$ cat src/rtl/tele_stop_if.sv
// Signal bundle between the pulse generators/sensors and the stop interlock.
// master drives detect inputs and raw pulses; slave returns gated pulses and status.
interface tele_stop_if;
  logic [3:0] petectIO;
  logic [5:0] thrusterPluseA;
  logic [5:0] thrusterPluseB;
  logic [5:0] safetyPluseA;
  logic [5:0] safetyPluseB;
  logic       redLed;
  logic       greenLed;
  logic       BZ;

  modport master (
    output petectIO, thrusterPluseA, thrusterPluseB,
    input  safetyPluseA, safetyPluseB, redLed, greenLed, BZ
  );

  modport slave (
    input  petectIO, thrusterPluseA, thrusterPluseB,
    output safetyPluseA, safetyPluseB, redLed, greenLed, BZ
  );
endinterface

$ cat src/rtl/tele_stop.sv
// Stepper safety interlock: debounced detect inputs latch a sticky stop that
// forces both pulse groups low and drives status LEDs and a beeping buzzer.
module tele_stop #(
  parameter int unsigned DEBOUNCE_CYC  = 100000,
  parameter int unsigned BZ_HALF_CYC   = 25000,
  parameter int unsigned BEEP_HALF_CYC = 25000000,
  parameter bit          FAULT_POL     = 1'b1
) (
  input logic        clk,
  input logic        rst_n,
  tele_stop_if.slave bus
);

  localparam int unsigned DbW   = $clog2(DEBOUNCE_CYC + 1);
  localparam int unsigned ToneW = $clog2(BZ_HALF_CYC + 1);
  localparam int unsigned BeepW = $clog2(BEEP_HALF_CYC + 1);

  logic [3:0]       sync1_q, sync2_q;
  logic [DbW-1:0]   db_cnt_q [4];
  logic [DbW-1:0]   db_cnt_d [4];
  logic             stop_q, stop_d;
  logic             trip;
  logic [ToneW-1:0] tone_cnt_q;
  logic [BeepW-1:0] beep_cnt_q;
  logic             tone_q, gate_q;

  // Per-bit saturating run counters; a bit trips the cycle its run reaches the limit.
  always_comb begin
    trip     = 1'b0;
    db_cnt_d = db_cnt_q;
    for (int i = 0; i < 4; i++) begin
      if (sync2_q[i] == FAULT_POL) begin
        if (db_cnt_q[i] != DbW'(DEBOUNCE_CYC)) begin
          db_cnt_d[i] = db_cnt_q[i] + DbW'(1);
        end
        if (db_cnt_d[i] == DbW'(DEBOUNCE_CYC)) begin
          trip = 1'b1;
        end
      end else begin
        db_cnt_d[i] = '0;
      end
    end
    stop_d = stop_q | trip;
  end

  always_ff @(posedge clk or negedge rst_n) begin
    if (!rst_n) begin
      sync1_q          <= '0;
      sync2_q          <= '0;
      db_cnt_q         <= '{default: '0};
      stop_q           <= 1'b0;
      tone_cnt_q       <= '0;
      beep_cnt_q       <= '0;
      tone_q           <= 1'b0;
      gate_q           <= 1'b0;
      bus.safetyPluseA <= '0;
      bus.safetyPluseB <= '0;
      bus.redLed       <= 1'b0;
      bus.greenLed     <= 1'b0;
      bus.BZ           <= 1'b0;
    end else begin
      sync1_q  <= bus.petectIO;
      sync2_q  <= sync1_q;
      db_cnt_q <= db_cnt_d;
      stop_q   <= stop_d;

      // Preloading tone/gate to 1 while running makes both start high on the stop edge.
      if (!stop_q) begin
        tone_cnt_q <= '0;
        beep_cnt_q <= '0;
        tone_q     <= 1'b1;
        gate_q     <= 1'b1;
      end else begin
        if (tone_cnt_q == ToneW'(BZ_HALF_CYC - 1)) begin
          tone_cnt_q <= '0;
          tone_q     <= ~tone_q;
        end else begin
          tone_cnt_q <= tone_cnt_q + ToneW'(1);
        end
        if (beep_cnt_q == BeepW'(BEEP_HALF_CYC - 1)) begin
          beep_cnt_q <= '0;
          gate_q     <= ~gate_q;
        end else begin
          beep_cnt_q <= beep_cnt_q + BeepW'(1);
        end
      end

      bus.safetyPluseA <= stop_q ? 6'b0 : bus.thrusterPluseA;
      bus.safetyPluseB <= stop_q ? 6'b0 : bus.thrusterPluseB;
      bus.redLed       <= stop_q;
      bus.greenLed     <= ~stop_q;
      bus.BZ           <= stop_q & tone_q & gate_q;
    end
  end

endmodule

$ cat src/flat_wrapper.sv
// flat-port wrapper written by rule: the top's interface ports become plain ports
module tele_stop_flat 
#(
  parameter int unsigned DEBOUNCE_CYC  = 100000,
  parameter int unsigned BZ_HALF_CYC   = 25000,
  parameter int unsigned BEEP_HALF_CYC = 25000000,
  parameter bit          FAULT_POL     = 1'b1
)
  (clk, rst_n, bus_petectIO, bus_thrusterPluseA, bus_thrusterPluseB, bus_safetyPluseA, bus_safetyPluseB, bus_redLed, bus_greenLed, bus_BZ);
  tele_stop_if bus_i ();
  input logic clk;
  input logic rst_n;
  input wire logic [$bits(bus_i.petectIO)-1:0] bus_petectIO;
  input wire logic [$bits(bus_i.thrusterPluseA)-1:0] bus_thrusterPluseA;
  input wire logic [$bits(bus_i.thrusterPluseB)-1:0] bus_thrusterPluseB;
  output wire logic [$bits(bus_i.safetyPluseA)-1:0] bus_safetyPluseA;
  output wire logic [$bits(bus_i.safetyPluseB)-1:0] bus_safetyPluseB;
  output wire logic [$bits(bus_i.redLed)-1:0] bus_redLed;
  output wire logic [$bits(bus_i.greenLed)-1:0] bus_greenLed;
  output wire logic [$bits(bus_i.BZ)-1:0] bus_BZ;
  assign bus_i.petectIO = bus_petectIO;
  assign bus_i.thrusterPluseA = bus_thrusterPluseA;
  assign bus_i.thrusterPluseB = bus_thrusterPluseB;
  assign bus_safetyPluseA = bus_i.safetyPluseA;
  assign bus_safetyPluseB = bus_i.safetyPluseB;
  assign bus_redLed = bus_i.redLed;
  assign bus_greenLed = bus_i.greenLed;
  assign bus_BZ = bus_i.BZ;
  tele_stop #(.DEBOUNCE_CYC(DEBOUNCE_CYC), .BZ_HALF_CYC(BZ_HALF_CYC), .BEEP_HALF_CYC(BEEP_HALF_CYC), .FAULT_POL(FAULT_POL)) u_core (.clk(clk), .rst_n(rst_n), .bus(bus_i));
endmodule
$ cat config.mk
export PLATFORM = sky130hd
export DESIGN_NAME = tele_stop_flat
export DESIGN_NICKNAME = d
export VERILOG_FILES = /design/src/rtl/tele_stop_if.sv /design/src/rtl/tele_stop.sv /design/src/flat_wrapper.sv
export SDC_FILE = /design/constraint.sdc
export NUM_CORES = 1
export LEC_CHECK = 0
export CELL_PAD_IN_SITES_DETAIL_PLACEMENT = 2
export CELL_PAD_IN_SITES_GLOBAL_PLACEMENT = 2
export CORE_MARGIN = 5
export CORE_UTILIZATION = 39
export DETAILED_ROUTE_END_ITERATION = 12
export PLACE_DENSITY = 0.88
export RECOVER_POWER = 50
export SKIP_LAST_GASP = 1
export SYNTH_ARGS = -nofsm -noshare
export SYNTH_HDL_FRONTEND = slang
export SYNTH_SLANG_ARGS = --single-unit
$ cat constraint.sdc
create_clock -name clk -period 3.2 [get_ports clk]
set_clock_uncertainty 0.2 [all_clocks]
set_input_delay 0.64 -clock clk [delete_from_list [all_inputs] [get_ports clk]]
set_output_delay 0.64 -clock clk [all_outputs]
set_load 0.02 [all_outputs]
# Word level (Yosys, flattened, before mapping)
# Index checks and enable logic that the tools add are counted.
dict set report word_totals {
  elab_cells 70
  mem_bits_rw 0
  inputBits 18
  out_inout_bits 15
  mem_count 0
  reg_bits 134
  latchBits 0
  rom_bits 0
}
dict set report op_classes {
  muxes 30
  reduce_logical 0
  bitwise_logic 6
  multipliers 0
  eq_ne 12
  order_cmp 0
  shifts 0
  add_sub_neg 6
  div 0
}
# cell n
set op_table {}
lappend op_table {{2-to-1 mux 17 bit} 12}
lappend op_table {{adder 17 x 1 -> 17 bit (second input constant)} 4}
lappend op_table {{== test 17 bit (second input constant)} 4}
lappend op_table {{inequality test 17 bit (second input constant)} 4}
lappend op_table {{2-to-1 mux 25 bit} 2}
lappend op_table {{2-to-1 mux 15 bit} 2}
lappend op_table {{adder 25 x 1 -> 25 bit (second input constant)} 1}
lappend op_table {{== test 25 bit (second input constant)} 1}
lappend op_table {{adder 15 x 1 -> 15 bit (second input constant)} 1}
lappend op_table {{== test 15 bit (second input constant)} 1}
lappend op_table {{2-to-1 mux 1 bit} 12}
lappend op_table {{2-to-1 mux 6 bit} 2}
lappend op_table {{inequality test 2 bit (second input constant)} 2}
lappend op_table {{inverter 1 bit} 3}
lappend op_table {{AND 1 bit} 2}
lappend op_table {{OR 1 bit} 1}

# Longest topological paths before layout
dict set report depth {
  depth_word 13
  mapped_depth 9
  mapped_depth_nobuf 9
}

# Worst setup path after synthesis
# OpenSTA, ideal clock, no wires.
dict set report synth_path {
  path_type {reg2reg}
  start {register u_core.db_cnt_q[51] in the netlist's numbering}
  end {register u_core.stop_q}
  path_stages_with_launch 9
  synth_period_minus_slack_ns 2.534
  t_required_ns 2.874
  setup_ns 0.126
  path_slack_ns 0.666
  n_path_buf 0
  arrival_ns 2.208
  path_cell_list {dfrtp_1 > ha_1 > nand2_1 > nor3_1 > nor3b_1 > nand3_1 > xnor2_1 > and2_2 > a311o_1}
}
dict set report synth_via {
  elab_chain_len 13
  word_cells_on_any_way 14
  classes_between {1 x add/sub; 2 x eq/ne; 10 x mux; 1 x bitwise}
}
# item line_no
set synth_rtl {}
lappend synth_rtl {{from (decl)} tele_stop.sv:19} ;# logic [DbW-1:0] db_cnt_q [4];
lappend synth_rtl {{from (signal assigned)} tele_stop.sv:64} ;# db_cnt_q <= db_cnt_d;
lappend synth_rtl {{adder 17 x 1 -> 17 bit / inequality test 17 bit (equally long branches)} {tele_stop.sv:34, tele_stop.sv:33}}
lappend synth_rtl {{2-to-1 mux 17 bit (*)} tele_stop.sv:33} ;# if (db_cnt_q[i] != DbW'(DEBOUNCE_CYC)) begin
lappend synth_rtl {{2-to-1 mux 17 bit (*)} tele_stop.sv:32} ;# if (sync2_q[i] == FAULT_POL) begin
lappend synth_rtl {{== test 17 bit (*)} tele_stop.sv:36} ;# if (db_cnt_d[i] == DbW'(DEBOUNCE_CYC)) begin
lappend synth_rtl {{2-to-1 mux 1 bit (*)} tele_stop.sv:36}
lappend synth_rtl {{2-to-1 mux 1 bit (*)} tele_stop.sv:32}
lappend synth_rtl {{2-to-1 mux 1 bit} tele_stop.sv:36}
lappend synth_rtl {{2-to-1 mux 1 bit (*)} tele_stop.sv:32}
lappend synth_rtl {{2-to-1 mux 1 bit} tele_stop.sv:36}
lappend synth_rtl {{2-to-1 mux 1 bit (*)} tele_stop.sv:32}
lappend synth_rtl {{2-to-1 mux 1 bit} tele_stop.sv:36}
lappend synth_rtl {{2-to-1 mux 1 bit (*)} tele_stop.sv:32}
lappend synth_rtl {{OR 1 bit (*)} tele_stop.sv:43} ;# stop_d = stop_q | trip;
lappend synth_rtl {{via u_core.stop_d} tele_stop.sv:21} ;# logic stop_q, stop_d;
lappend synth_rtl {{to (signal assigned)} tele_stop.sv:65} ;# stop_q <= stop_d;
lappend synth_rtl {{to (decl)} tele_stop.sv:21}
# Mark *: on every way through the listed nets, which the timed path passes. The rest lies on a longest branch. The select of a mux whose other input is x is not followed.
# A chain may end at the register's enable or synchronous reset.

# Final worst setup path
dict set report layout_path {
  start {register u_core.db_cnt_q[18] in the netlist's numbering}
  end {register u_core.stop_q}
}
dict set report layout_via {
  elab_chain_len 9
  word_cells_on_any_way 10
  classes_between {1 x add/sub; 2 x eq/ne; 6 x mux; 1 x bitwise}
}
# item line_no
set layout_rtl {}
lappend layout_rtl {{adder 17 x 1 -> 17 bit / inequality test 17 bit (equally long branches)} {tele_stop.sv:34, tele_stop.sv:33}}
lappend layout_rtl {{2-to-1 mux 17 bit (*)} tele_stop.sv:33}
lappend layout_rtl {{2-to-1 mux 17 bit (*)} tele_stop.sv:32}
lappend layout_rtl {{== test 17 bit (*)} tele_stop.sv:36}
lappend layout_rtl {{2-to-1 mux 1 bit (*)} tele_stop.sv:36}
lappend layout_rtl {{2-to-1 mux 1 bit (*)} tele_stop.sv:32}
lappend layout_rtl {{2-to-1 mux 1 bit} tele_stop.sv:36}
lappend layout_rtl {{2-to-1 mux 1 bit (*)} tele_stop.sv:32}
lappend layout_rtl {{OR 1 bit (*)} tele_stop.sv:43}
lappend layout_rtl {{via u_core.stop_d} tele_stop.sv:21}
# Marks and branches as above.

==> results.sh <==
export IMPL_synth_edf_count=0
export IMPL_relSlewSlack_pct=24.9
export IMPL_syn_to_final_growth_pct=16.9
export IMPL_cts_buffers=17
export IMPL_drt_initial_drc_count=267
export IMPL_die_area_um2=20400
export IMPL_drv_cap=0
export IMPL_path_clk_slew_ns=0.07
export IMPL_worstPathRequired_ns=3.35
export IMPL_synth_fp_nets=735
export IMPL_yosysWarnings=0
export IMPL_final_cell_count_no_fill=983
export IMPL_clock_path_buffers=2
export IMPL_first_pass_iters=4
export IMPL_combPwrFrac_pct=4.2
export IMPL_whs_path_depth=0
export IMPL_critPathLaunch="u_core.db_cnt_q[18]$_DFF_PN0_"
export IMPL_grt_total_usage_pct=23.3
export IMPL_n_antenna_cell=0
export IMPL_route_detailed_drc=0
export IMPL_vdd_drop_max_mv=0.376
export IMPL_wire_per_inst_um=22.9
export IMPL_seq_power_share_pct=43.9
export IMPL_r2r_end="u_core.stop_q$_DFF_PN0_"
export IMPL_cts_setup_buffers=0
export IMPL_portBuffers=32
export IMPL_tightest_slew_ns=1.13
export IMPL_ys_types=59
export IMPL_cts_tree="built"
export IMPL_ys_seq_elements=134
export IMPL_root_buffer="clkbuf_16"
export IMPL_gp_congestion=0.828
export IMPL_overflow=0
export IMPL_min_period_over_period_pct=95.5
export IMPL_dpl_cell_count=950
export IMPL_yosysSeqAreaShare_pct=48.6
export IMPL_fin_tns_setup_ns=0
export IMPL_switchingPower_uw=976
export IMPL_max_stage_delay_ns=0.51
export IMPL_synthCells=707
export IMPL_layout_commonest_cell="dfrtp_1"
export IMPL_p_per_area_nw_per_um2=496
export IMPL_yosys_area_top_type="dfrtp_1"
export IMPL_grt_pass1_wl_um=36800
export IMPL_avgSynthCellArea_um2=9.75
export IMPL_vias=5507
export IMPL_synth_ff_type="dfrtp_1"
export IMPL_rr_worst_depth=8
export IMPL_drt_vias_per_instance=5.60
export IMPL_cp_top_family="simple AND/OR/NAND/NOR gates"
export IMPL_rows=48
export IMPL_grt_max_degree=58
export IMPL_antenna_found_initial=0
export IMPL_rsz0062_at_grt="no"
export IMPL_r2r_slack_ns=0.15
export IMPL_rr_startpoint="u_core.db_cnt_q[18]$_DFF_PN0_"
export IMPL_final_cell_mix="dfrtp_1, nor2_1, xnor2_1, nand3_1, nand2_1"
export IMPL_fin_area_um2=8060
export IMPL_max_freq_mhz=327
export IMPL_finalSetupViolCount=0
export IMPL_crit_chain="ha_1 -> and2_1 -> nor3b_4 -> nand4_1 -> mux2i_1 -> nand3b_1 -> a2111oi_0 -> a311o_1"
export IMPL_cts_sinks=134
export IMPL_period_needed_ns=3.05
export IMPL_wl_um=22500
export IMPL_hold_viol_final=0
export IMPL_p_sw_share_pct=24.4
export IMPL_cp_end_kind="flip-flop"
export IMPL_die_x_um=143
export IMPL_wl_met1_um=9280
export IMPL_dp_hpwl_um=12900
export IMPL_highest_signal_layer="met4"
export IMPL_clk_latency_ns=0.44
export IMPL_drt_antenna_violating_nets=0
export IMPL_synthArstFlopShare_pct=100
export IMPL_worst_path_buf_inv=0
export IMPL_power_internal_mw=3.02
export IMPL_num_io_pins=33
export IMPL_layout_nets=773
export IMPL_crit_type="flip-flop to flip-flop"
export IMPL_syn_area_um2=6890
export IMPL_hp_start="u_core.sync1_q[1]$_DFF_PN0_"
export IMPL_p_leak_nw=3.32
export IMPL_wl_met2_um=12100
export IMPL_placed_area_um2=7460
export IMPL_pwr_share_clk_pct=51.8
export IMPL_dr_wl_met3_um=527
export IMPL_grt_pass1_vias=6483
export IMPL_coreArea_um2=17300
export IMPL_drv_slew=0
export IMPL_start_kind="flip-flop"
export IMPL_status="finished, final reports clean"
export IMPL_start_util_pct=39.9
export IMPL_arrival_ns=3.21
export IMPL_finish_utilization_pct=46.6
export IMPL_htreeDepth=4
export IMPL_hold_path_class="flip-flop to flip-flop"
export IMPL_drive_above_1_share_pct=6.73
export IMPL_crit_path_top_delay_cell="a2111oi_0"
export IMPL_die_h_um=143
export IMPL_cp_max_fo=6
export IMPL_min_to="u_core.sync2_q[1]$_DFF_PN0_"
export IMPL_synth_area_leaders="dfrtp_1, xnor2_1, xor2_1"
export IMPL_synth_top_area_share_pct=48.6
## worst reg2reg max path, stage by stage (launching register included)
cell and delay [ns]:
dfrtp_1 0.44, ha_1 0.27, and2_1 0.30, nor3b_4 0.38, nand4_1 0.23, mux2i_1 0.29
nand3b_1 0.12, a2111oi_0 0.51, a311o_1 0.23
## cell families after synthesis
group,Yosys count,share of synthesized area [%]
XOR/XNOR,94,11.9
buffers and inverters,41,2.52
adder cells (fa/ha/maj),10,1.81
flip-flops,134,48.6
multiplexers,8,1.20
AND/OR/NAND/NOR,371,29.1
AO/OA/AOI/OAI,49,4.76
## layout make-up
type	instances	area (um^2)
Clock buffer	18	429
Inverter	21	78.8
Fill cell	1805	9240
Sequential cell	134	3350
Tap cell	225	282
Timing Repair Buffer	39	367
Clock inverter	14	174
Multi-Input combinational cell	532	3380
## routing by layer
metal | global-route usage (%) | vias to the layer above
met5 | 0 | -
met4 | 8.30 | 0
met3 | 5.02 | 45
met2 | 42.2 | 76
met1 | 26.9 | 2904
li1 | - | 2482
## synthesized netlist by cell type (all sizes together) (10+ instances only)
cell,number
and2,43
and3,18
clkbuf,14
dfrtp,134
ha,10
inv,20
nand2,45
nand2b,13
nand3,50
nand4,18
nor2,88
nor2b,23
nor3,21
o21ai,15
xnor2,54
xor2,40
## through the flow
stage	total power, mW	hold slack [ns]	setup slack (ns)
4_1_cts	4.03	0.158	0.0922
5_1_grt	4.12	0.168	0.0369
3_5_place_dp	1.95	0.143	0.378
2_1_floorplan	1.84	0.131	0.666
6_report	4.00	0.156	0.145
3_3_place_gp	1.93	0.132	0.578
## registers in the layout, indices dropped and copies added, names as in the netlist
name                     cells
u_core.bus.redLed            1
u_core.bus.greenLed          1
u_core.sync2_q               4
u_core.bus.safetyPluseB      6
u_core.bus.BZ                1
u_core.gate_q                1
u_core.sync1_q               4
u_core.db_cnt_q             68
u_core.tone_q                1
u_core.tone_cnt_q           15
u_core.beep_cnt_q           25
u_core.bus.safetyPluseA      6
u_core.stop_q                1
## power by group through the flow
stage / clock (mW) / combinational [mW] / sequential (mW)
2_1_floorplan: 0 / 0.0623 / 1.78
4_1_cts: 2.10 / 0.178 / 1.75
5_1_grt: 2.17 / 0.188 / 1.76
3_5_place_dp: 0 / 0.167 / 1.78
3_3_place_gp: 0 / 0.155 / 1.78
6_report: 2.07 / 0.170 / 1.75
## worst max-delay path by stage
| stage | to | cells past startpoint |
|---|---|---|
| floorplan | u_core.stop_q$_DFF_PN0_ | 8 |
| global route | u_core.stop_q$_DFF_PN0_ | 9 |
| detailed placement | u_core.stop_q$_DFF_PN0_ | 8 |
| CTS | u_core.stop_q$_DFF_PN0_ | 8 |
| finish | u_core.stop_q$_DFF_PN0_ | 8 |
| global placement | u_core.stop_q$_DFF_PN0_ | 9 |
## what timing repair did
action | CTS | global route
endpoints found under the setup margin | 0 | 1
resized for setup | 0 | 2
hold buffers | 1 | 0
hold endpoints to repair | 44 | 0
Power figures use the tool's default switching activity.
